--- src/rtl/smpl_cnt_mon.sv ---
// smpl_cnt_mon: per-triangle sample-hit counter; build with SMPL_CNT_ZERO_SKIP_EN to drop zero-count records.
// Latency: a record reaches rec_* one cycle after its triangle closes (>= PIPE_DEPTH+2 after its last R16 cycle).
// Backpressure: rec_valid/rec_ready FIFO; a record closed while the FIFO is full and not popping is dropped and counted.

module smpl_cnt_fifo #(
    parameter int W     = 8,
    parameter int DEPTH = 4
) (
    input  logic         clk,
    input  logic         rst,
    input  logic         i_push_vld,
    input  logic [W-1:0] i_push_dat,
    input  logic         i_pop_rdy,
    output logic         o_empty,
    output logic         o_drop,
    output logic [W-1:0] o_head_dat
);
    // Generic first-word-fall-through FIFO with synchronous active-low reset.
    // Latency: push to head visible one cycle later.
    // Backpressure: a push while full succeeds only alongside a pop, otherwise o_drop pulses.

    localparam int AW = $clog2(DEPTH);

    logic [W-1:0] r_mem [DEPTH];
    logic [AW:0]  r_wr_ptr;
    logic [AW:0]  r_rd_ptr;
    logic         w_full;
    logic         w_pop;
    logic         w_wr;

    assign o_empty    = (r_wr_ptr == r_rd_ptr);
    assign w_full     = (r_wr_ptr[AW] != r_rd_ptr[AW]) &&
                        (r_wr_ptr[AW-1:0] == r_rd_ptr[AW-1:0]);
    assign w_pop      = i_pop_rdy & ~o_empty;
    // When full, the write slot is the head slot being popped, so overwriting it is safe.
    assign w_wr       = i_push_vld & (~w_full | w_pop);
    assign o_drop     = i_push_vld & ~w_wr;
    assign o_head_dat = r_mem[r_rd_ptr[AW-1:0]];

    always_ff @(posedge clk) begin
        if (!rst) begin
            r_wr_ptr <= '0;
            r_rd_ptr <= '0;
            for (int i = 0; i < DEPTH; i++) begin
                r_mem[i] <= '0;
            end
        end else begin
            if (w_wr) begin
                r_mem[r_wr_ptr[AW-1:0]] <= i_push_dat;
                r_wr_ptr                <= r_wr_ptr + (AW+1)'(1);
            end
            if (w_pop) begin
                r_rd_ptr <= r_rd_ptr + (AW+1)'(1);
            end
        end
    end
endmodule

module smpl_cnt_mon #(
    parameter int SIGFIG     = 24,
    parameter int VERTS      = 3,
    parameter int AXIS       = 3,
    parameter int LANES      = 3,
    parameter int PIPE_DEPTH = 3,
    parameter int CNT_W      = 32,
    parameter int SEQ_W      = 16,
    parameter int FIFO_DEPTH = 4
) (
    input  logic                                   clk,
    input  logic                                   rst,
    input  logic [VERTS-1:0][AXIS-1:0][SIGFIG-1:0] tri_R16S,
    input  logic                                   validSamp_R16H,
    input  logic [LANES-1:0]                       hit_valid_R18H,
    input  logic [LANES-1:0]                       lane_en,
    input  logic                                   flush,
    output logic                                   rec_valid,
    input  logic                                   rec_ready,
    output logic [SEQ_W-1:0]                       rec_seq,
    output logic [CNT_W-1:0]                       rec_count,
    output logic [VERTS-1:0][AXIS-1:0][SIGFIG-1:0] rec_tri,
    output logic [15:0]                            drop_cnt,
    output logic                                   err_stray,
    output logic                                   err_sat
);
    // Aligns triangles to the hit lanes, counts enabled hits per triangle, emits {seq,count,vertices}.
    // Latency: record visible one cycle after the closing cycle (newtri or flush at the aligned stage).
    // Backpressure: rec_ready pops the FIFO; closes while full without a pop bump drop_cnt.

    localparam int HW = $clog2(LANES + 1);

    typedef logic [VERTS-1:0][AXIS-1:0][SIGFIG-1:0] vtx_t;

    typedef struct packed {
        logic [SEQ_W-1:0] seq;
        logic [CNT_W-1:0] cnt;
        vtx_t             vtx;
    } rec_t;

    typedef enum logic {
        IDLE,
        OPEN
    } state_t;

    vtx_t             r_tri_pipe [PIPE_DEPTH];
    logic [PIPE_DEPTH-1:0] r_val_pipe;
    vtx_t             r_tri_p;
    vtx_t             r_tri_open;
    state_t           r_state;
    logic [CNT_W-1:0] r_cnt;
    logic [SEQ_W-1:0] r_seq;
    logic [15:0]      r_drop_cnt;
    logic             r_err_stray;
    logic             r_err_sat;

    vtx_t             w_tri_a;
    logic             w_val_a;
    logic             w_newtri;
    logic [LANES-1:0] w_masked;
    logic [HW-1:0]    w_hits;
    logic [CNT_W:0]   w_sum;
    logic             w_acc_sat;
    logic [CNT_W-1:0] w_cnt_acc;
    logic             w_close;
    logic             w_push;
    rec_t             w_rec;
    rec_t             w_head;
    logic             w_empty;
    logic             w_drop;

    assign w_tri_a  = r_tri_pipe[PIPE_DEPTH-1];
    assign w_val_a  = r_val_pipe[PIPE_DEPTH-1];
    assign w_newtri = w_val_a & ((r_state == IDLE) | (w_tri_a != r_tri_p));
    assign w_masked = hit_valid_R18H & lane_en;

    always_comb begin
        w_hits = '0;
        for (int i = 0; i < LANES; i++) begin
            w_hits = w_hits + HW'(w_masked[i]);
        end
    end

    assign w_sum     = {1'b0, r_cnt} + (CNT_W+1)'(w_hits);
    assign w_acc_sat = w_sum[CNT_W];
    assign w_cnt_acc = w_acc_sat ? '1 : w_sum[CNT_W-1:0];
    assign w_close   = (r_state == OPEN) & (w_newtri | flush);

    // A new triangle takes this cycle's hits; a bare flush folds them into the closing record.
    always_comb begin
        w_rec     = '0;
        w_rec.seq = r_seq;
        w_rec.cnt = w_newtri ? r_cnt : w_cnt_acc;
        w_rec.vtx = r_tri_open;
    end

`ifdef SMPL_CNT_ZERO_SKIP_EN
    assign w_push = w_close & (w_rec.cnt != '0);
`else
    assign w_push = w_close;
`endif

    always_ff @(posedge clk) begin
        if (!rst) begin
            for (int i = 0; i < PIPE_DEPTH; i++) begin
                r_tri_pipe[i] <= '0;
            end
            r_val_pipe  <= '0;
            r_tri_p     <= '0;
            r_tri_open  <= '0;
            r_state     <= IDLE;
            r_cnt       <= '0;
            r_seq       <= '0;
            r_drop_cnt  <= '0;
            r_err_stray <= 1'b0;
            r_err_sat   <= 1'b0;
        end else begin
            r_tri_pipe[0] <= tri_R16S;
            r_val_pipe[0] <= validSamp_R16H;
            for (int i = 1; i < PIPE_DEPTH; i++) begin
                r_tri_pipe[i] <= r_tri_pipe[i-1];
                r_val_pipe[i] <= r_val_pipe[i-1];
            end
            r_tri_p <= w_tri_a;

            if (w_drop && (r_drop_cnt != 16'hFFFF)) begin
                r_drop_cnt <= r_drop_cnt + 16'd1;
            end

            case (r_state)
                IDLE: begin
                    if (w_newtri) begin
                        r_tri_open <= w_tri_a;
                        r_cnt      <= CNT_W'(w_hits);
                        r_state    <= OPEN;
                    end else if (w_hits != '0) begin
                        r_err_stray <= 1'b1;
                    end
                end
                OPEN: begin
                    if (w_newtri) begin
                        r_seq      <= r_seq + SEQ_W'(1);
                        r_tri_open <= w_tri_a;
                        r_cnt      <= CNT_W'(w_hits);
                    end else begin
                        if (w_acc_sat) begin
                            r_err_sat <= 1'b1;
                        end
                        if (flush) begin
                            r_seq   <= r_seq + SEQ_W'(1);
                            r_cnt   <= '0;
                            r_state <= IDLE;
                        end else begin
                            r_cnt <= w_cnt_acc;
                        end
                    end
                end
                default: r_state <= IDLE;
            endcase
        end
    end

    smpl_cnt_fifo #(
        .W     ($bits(rec_t)),
        .DEPTH (FIFO_DEPTH)
    ) u_rec_fifo (
        .clk        (clk),
        .rst        (rst),
        .i_push_vld (w_push),
        .i_push_dat (w_rec),
        .i_pop_rdy  (rec_ready),
        .o_empty    (w_empty),
        .o_drop     (w_drop),
        .o_head_dat (w_head)
    );

    assign rec_valid = ~w_empty;
    assign rec_seq   = w_head.seq;
    assign rec_count = w_head.cnt;
    assign rec_tri   = w_head.vtx;
    assign drop_cnt  = r_drop_cnt;
    assign err_stray = r_err_stray;
    assign err_sat   = r_err_sat;
endmodule
--- config.mk ---
export PLATFORM = sky130hd
export DESIGN_NAME = smpl_cnt_mon
export DESIGN_NICKNAME = d
export VERILOG_FILES = /design/src/rtl/smpl_cnt_mon.sv
export SDC_FILE = /design/constraint.sdc
export NUM_CORES = 2
export LEC_CHECK = 0
export ABC_CLOCK_PERIOD_IN_PS = 19800
export BUFFER_PORTS_ARGS = -buffer_cell sky130_fd_sc_hd__clkbuf_2
export CORE_MARGIN = 2
export CORE_UTILIZATION = 57
export CTS_BUF_LIST = sky130_fd_sc_hd__clkbuf_4 sky130_fd_sc_hd__clkbuf_8
export DETAILED_ROUTE_END_ITERATION = 7
export PLACE_DENSITY = 0.79
export SLEW_MARGIN = 20
export SYNTH_ARGS = -nofsm -noshare
export SYNTH_HDL_FRONTEND = slang
export SYNTH_SLANG_ARGS = --single-unit
export TNS_END_PERCENT = 1
--- constraint.sdc ---
create_clock -name clk -period 19.8 [get_ports clk]
set_input_delay 0 -clock clk [delete_from_list [all_inputs] [get_ports clk]]
set_output_delay 0 -clock clk [all_outputs]
set_load 0.005 [all_outputs]
Word-level counts from Yosys, hierarchy flattened
Memories as Yosys holds them, arrays and structs flattened. A register that Yosys moved wholly into a read port is not among the register bits.
Index checks and enable logic that the tools add are counted.
Widths: inputs -> output; s select.
{"block": "op_classes", "n_mul": 0, "bitwise": 17, "shift": 0, "addsub": 7, "n_div": 0, "mux": 26, "n_lt_le_gt_ge": 0, "n_reduce_logical": 8, "n_eq_ne": 6}
{"cell": "$mux 216", "n": 4}
{"cell": "$mux 264", "n": 1}
{"cell": "$reduce_or 264->1", "n": 1}
{"cell": "$ne 216x216->1", "n": 1}
{"cell": "$mux 32", "n": 5}
{"cell": "$pmux 32 s2", "n": 1}
{"cell": "$add 32x2->33", "n": 1}
{"cell": "$add 16x1->16 const B", "n": 2}
{"cell": "$mux 16", "n": 2}
{"cell": "$ne 16x16->1 const B", "n": 1}
{"cell": "$mux 1", "n": 9}
{"cell": "$add 3x1->3 const B", "n": 2}
{"cell": "$mux 2", "n": 3}
{"cell": "$or 1x1->1", "n": 6}
{"cell": "$reduce_and 3->1", "n": 2}
{"cell": "$and 1x1->1", "n": 5}
{"cell": "$not 1->1", "n": 5}
{"cell": "$reduce_bool 2->1", "n": 2}
{"cell": "$and 3x3->3", "n": 1}
{"cell": "$eq 3x3->1", "n": 1}
{"cell": "$add 1x1->2", "n": 1}
{"cell": "$add 2x1->2", "n": 1}
{"cell": "$eq 2x2->1", "n": 1}
{"cell": "$logic_and 1x1->1", "n": 2}
{"cell": "other kinds (4)", "n": 4}
{"block": "totals", "in_bits": 227, "output_inout_bits": 283, "rom_bits": 0, "latchBits": 0, "elab_cells": 93, "memories": 2, "mem_bits_rw": 1704, "register_bits": 508}
{"name": "u_rec_fifo.r_mem", "depth": 4, "word_bits": 264, "rd": 1, "rd_ports_with_merged_regs": 1, "wr": 4, "line_no": "24", "source": "logic [W-1:0] r_mem [DEPTH];"}
{"name": "r_tri_pipe", "depth": 3, "word_bits": 216, "rd": 3, "rd_ports_with_merged_regs": 0, "wr": 3, "line_no": "104", "source": "vtx_t r_tri_pipe [PIPE_DEPTH];"}

Logic depth before layout (Yosys ltp)
{"block": "logic_depth", "depth_word": 11, "mapped_depth": 16, "ltp_nobuf": 13}

Modules after synthesis
A second synthesis with hierarchy kept.
{"block": "unflattened", "cells_unflattened": 6502, "hier_area_um2": 84623.7}
{"module": "smpl_cnt_fifo", "n_inst": 1, "area_per_inst_um2": 46734.8, "cells_each": 2964}
{"module": "smpl_cnt_mon", "n_inst": 1, "area_per_inst_um2": 37888.8, "cells_each": 3538}

Worst setup path before layout
No wires, ideal clock.
{"block": "synth_timing", "path_type": "register to register", "startpoint": "mem r_tri_pipe[0][516] (netlist bit)", "endpoint": "mem u_rec_fifo.r_mem[3][0] (netlist bit), enable pin", "stages_incl_launch_ff": 11, "synth_period_minus_slack_ns": 21.701, "required_time_ns": 18.546, "arrival_ns": 20.447, "slack_ns": -1.901, "setup_ns": 1.254, "path_cell_list": "dfxtp_1 > inv_1 > o2111ai_1 > nor4_1 > and4_1 > and3_1 > a31oi_1 > clkbuf_1 > clkbuf_1 > nand2_1 > o21ai_0"}
{"item": "from (decl)", "line_no": "104"}
{"item": "to (decl)", "line_no": "24"}

==> flow_summary_export.csv <==
group,metric,value,unit
run_status,status,"finished clean",
critical_path,cp.arrival,6590,ps
critical_path,critPathLaunchType,"flop",
clock_tree,post_cts_buffers,0,
die,start_util,0.575,
min_path,hold_class,"primary input to flop",
critical_path,cp_max_fo,122,
routing,drtIter0Drc,6371,
critical_path,setup.worst_path.end_class,"flop",
clock_tree,clock_path_buffers,4,
timing,setup_tns,0,ps
final_layout,seqCellArea,0.0549,mm2
flow_run,maxCapViolCount,0,
place,globalplace.congestion,0.991,
synth,synth_top_area_frac,0.383,
global_routing,antenna_found_initial,27,
die,io_pins,510,
critical_path,cpMostUsedCell,"buf_4",
clock_tree,htree_levels,5,
global_routing,grt_pass1_wl,368000,um
global_routing,grt_max_degree,289,
place,io_buffers,509,
power,p_leak,40.1,nW
critical_path,r2r-start,"r_tri_pipe[0][521]",
timing,fin_ws,13930,ps
timing,slew_headroom,0.188,
synth,synth_sequential_area_ratio,0.662,
power,clkPwrFrac,0.426,
final_layout,layout.nets,7629,
power,intPower,7.39,mW
final_layout,multiInputGateArea,0.0260,mm2
timing,worst_pin_slew,1220,ps
synth,synth_area_leaders,"edfxtp_1, dfxtp_1, and2_1",
clock_tree,clock_latency,1050,ps
power,ir_worst_vdd,0.0000771,V
clock_tree,path_clk_slew,60,ps
critical_path,slowest_stage,"nor4_2",
clock_tree,cts_tree,"built",
clock_tree,numClockSinks,2214,
timing,slew_viol_final,0,
critical_path,crit_chain,"xnor2_1 > nand4_1 > nor3_1 > nand4_1 > nor4_2 > a31oi_4 > buf_4 > buf_4 > and3_4 > buf_4 > and2_1",
synth,yosysWarnings,0,
min_path,hold_path_startpoint,"rst",
synth,synthDistinctLibCells,59,
place,dpl.hpwl,142000,um
critical_path,critPathKind,"flop to flop",
routing,viasPerCell,5.98,
power,p_seq_frac,0.522,
synth,synth_ff_type,"dfxtp_1",
global_routing,grt.overflow.total,0,
final_layout,final_cell_mix,"dfxtp_1, edfxtp_1, and2_1, and3_1, nand2_1",
synth,synth_cells,6440,
die,core-area,0.144,mm2
critical_path,cp.required,20520,ps
synth,synth_top_cell_by_area,"edfxtp_1",
timing,setup_violations,0,
timing,clock_skew,91.7,ps
synth,ys_async_sr_fraction,0,
final_layout,area_growth,19.5,%
die,rows,139,
timing,rsz0062_at_grt,"no",
synth,syn_area,0.0829,mm2
timing,clock.fmax,170,MHz
critical_path,cp_slowest_stage_delay,790,ps
synth,synth_seq_cells,2214,
final_layout,final_layout_size_suffix_gt1_frac,0.192,
routing,num_vias,57326,
die,die_x,385,um
timing,layout_worst_path_cycle_share,0.297,
routing,wl,254000,um
clock_tree,cts_root_buf,"clkbuf_8",
die,die_area,0.148,mm2
power,comb_power_share,0.052,
synth,syn-num-nets,6675,
timing,hold_ws,93.2,ps
power,powerDensity,96.5,mW/mm2
place,dp_slack,14080,ps
global_routing,grt_pass1_vias,57169,
routing,ant_nets,0,
critical_path,critPathLaunch,"r_tri_pipe[0][521]",
timing,min_period,5870,ps
power,switching_share,0.227,
routing,drc,0,
power,power_switching,2.17,mW
final_layout,layout_commonest_cell,"dfxtp_1",
final_layout,fillers,9379,
timing,hold_violations,0,
routing,drt_first_pass_iters,6,
routing,drt-wirelength-per-cell,26.5,um
synth,synth_edf_count,1056,
die,die_y,385,um
clock_tree,numCtsBuffers,354,
synth,avgSynthCellArea,12.9,um2
global_routing,track_usage,0.337,
power by group through the flow:
stage                     registers, mW  logic (mW)  clock network (mW)
after detailed placement           5.08       0.399                   0
after CTS                          4.99       0.477                4.04
after global routing               5.00       0.519                4.27
after global placement             5.08       0.399                   0
final                              4.99       0.497                4.07
after floorplan                    5.08       0.221                   0
stage by stage:
stage | util | power (mW) | instances | instance area (um2)
3_5_place_dp | 0.602 | 5.48 | 8445 | 86700
5_1_grt | 0.688 | 9.79 | 9584 | 99000
4_1_cts | 0.688 | 9.50 | 9578 | 99000
3_3_place_gp | 0.602 | 5.48 | 8445 | 86700
6_report | 0.688 | 9.56 | 9590 | 99100
2_1_floorplan | - | 5.30 | 6440 | 82900
worst max-delay path: cells and delay by family, from the launching register on:
family / cells / cell delay, ps
compound gates: 1 / 190
simple gates: 6 / 2770
xor+xnor: 1 / 600
buf+inv: 3 / 1450
flops: 1 / 370
sequential cells by signal (all words and copies together) (netlist names), 3 cells and up, named ones only:
signal	count
u_rec_fifo.r_rd_ptr	3
r_cnt	32
r_seq	16
u_rec_fifo.r_wr_ptr	3
r_tri_p	216
r_tri_pipe	648
r_tri_open	216
u_rec_fifo.r_mem	1056
drop_cnt	16
r_val_pipe	3
area by class of cell:
| type | count | area share |
|---|---|---|
| diodes | 12 | 0.000303 |
| clock buffers | 562 | 0.0699 |
| clock inverters | 75 | 0.00462 |
| inverters | 80 | 0.00311 |
| multi-input cells | 3679 | 0.262 |
| flip-flops and latches | 2214 | 0.554 |
| well taps | 1903 | 0.0240 |
| repair buffers | 1065 | 0.0815 |
layer usage:
| layer | vias to the layer above | track usage | share of wire |
|---|---|---|---|
| met5 | - | 0 | 0.00043 |
| met4 | 18 | 0.205 | 0.068 |
| met3 | 868 | 0.0742 | 0.099 |
| met2 | 3579 | 0.531 | 0.47 |
| met1 | 28127 | 0.427 | 0.36 |
| li1 | 24734 | - | - |
worst paths after layout:
check,endpoint,slack (ps),depth (start not counted)
worst max-delay path,u_rec_fifo.r_mem[3][82],13930,11
worst min-delay path,r_cnt[28],90,4
worst max register to register,u_rec_fifo.r_mem[3][82],13930,11
worst min register to register,r_tri_pipe[0][402],400,1
repair_timing:
action / in CTS / in global routing
hold buffers: 496 / 0
gates resized for setup: 0 / 0
hold endpoints to repair: 450 / 0
cell usage after synthesis, drive strengths merged, types with 4 or more instances:
master	number
o2111ai	16
a22o	7
inv	80
nor2b	51
or3	5
a211oi	13
and2	1055
mux2i	13
nand2b	70
clkbuf	391
nand3	39
and4	15
a31oi	7
o21a	4
xnor2	91
or4	4
o21ai	40
nor2	114
nand2	514
buf	76
a2111o	16
o211ai	5
o311ai	6
nor4	33
o41ai	6
nand4	42
a21oi	281
o2bb2ai	5
nor3	137
and3	721
mux4	264
ha	6
o31ai	10
o22ai	24
xor2	33
dfxtp	1158
or2	5
edfxtp	1056
cells by family after synthesis:
kind of cell,share of synthesized area
and+or+nand+nor,0.192
DFF,0.662
AOI/OAI and AO/OA,0.0330
buffers and inverters,0.0252
xor gates and xnor gates,0.0131
muxes,0.0733
adders and majority gates,0.00139
No activity file was read; power rests on OpenSTA's default activity.
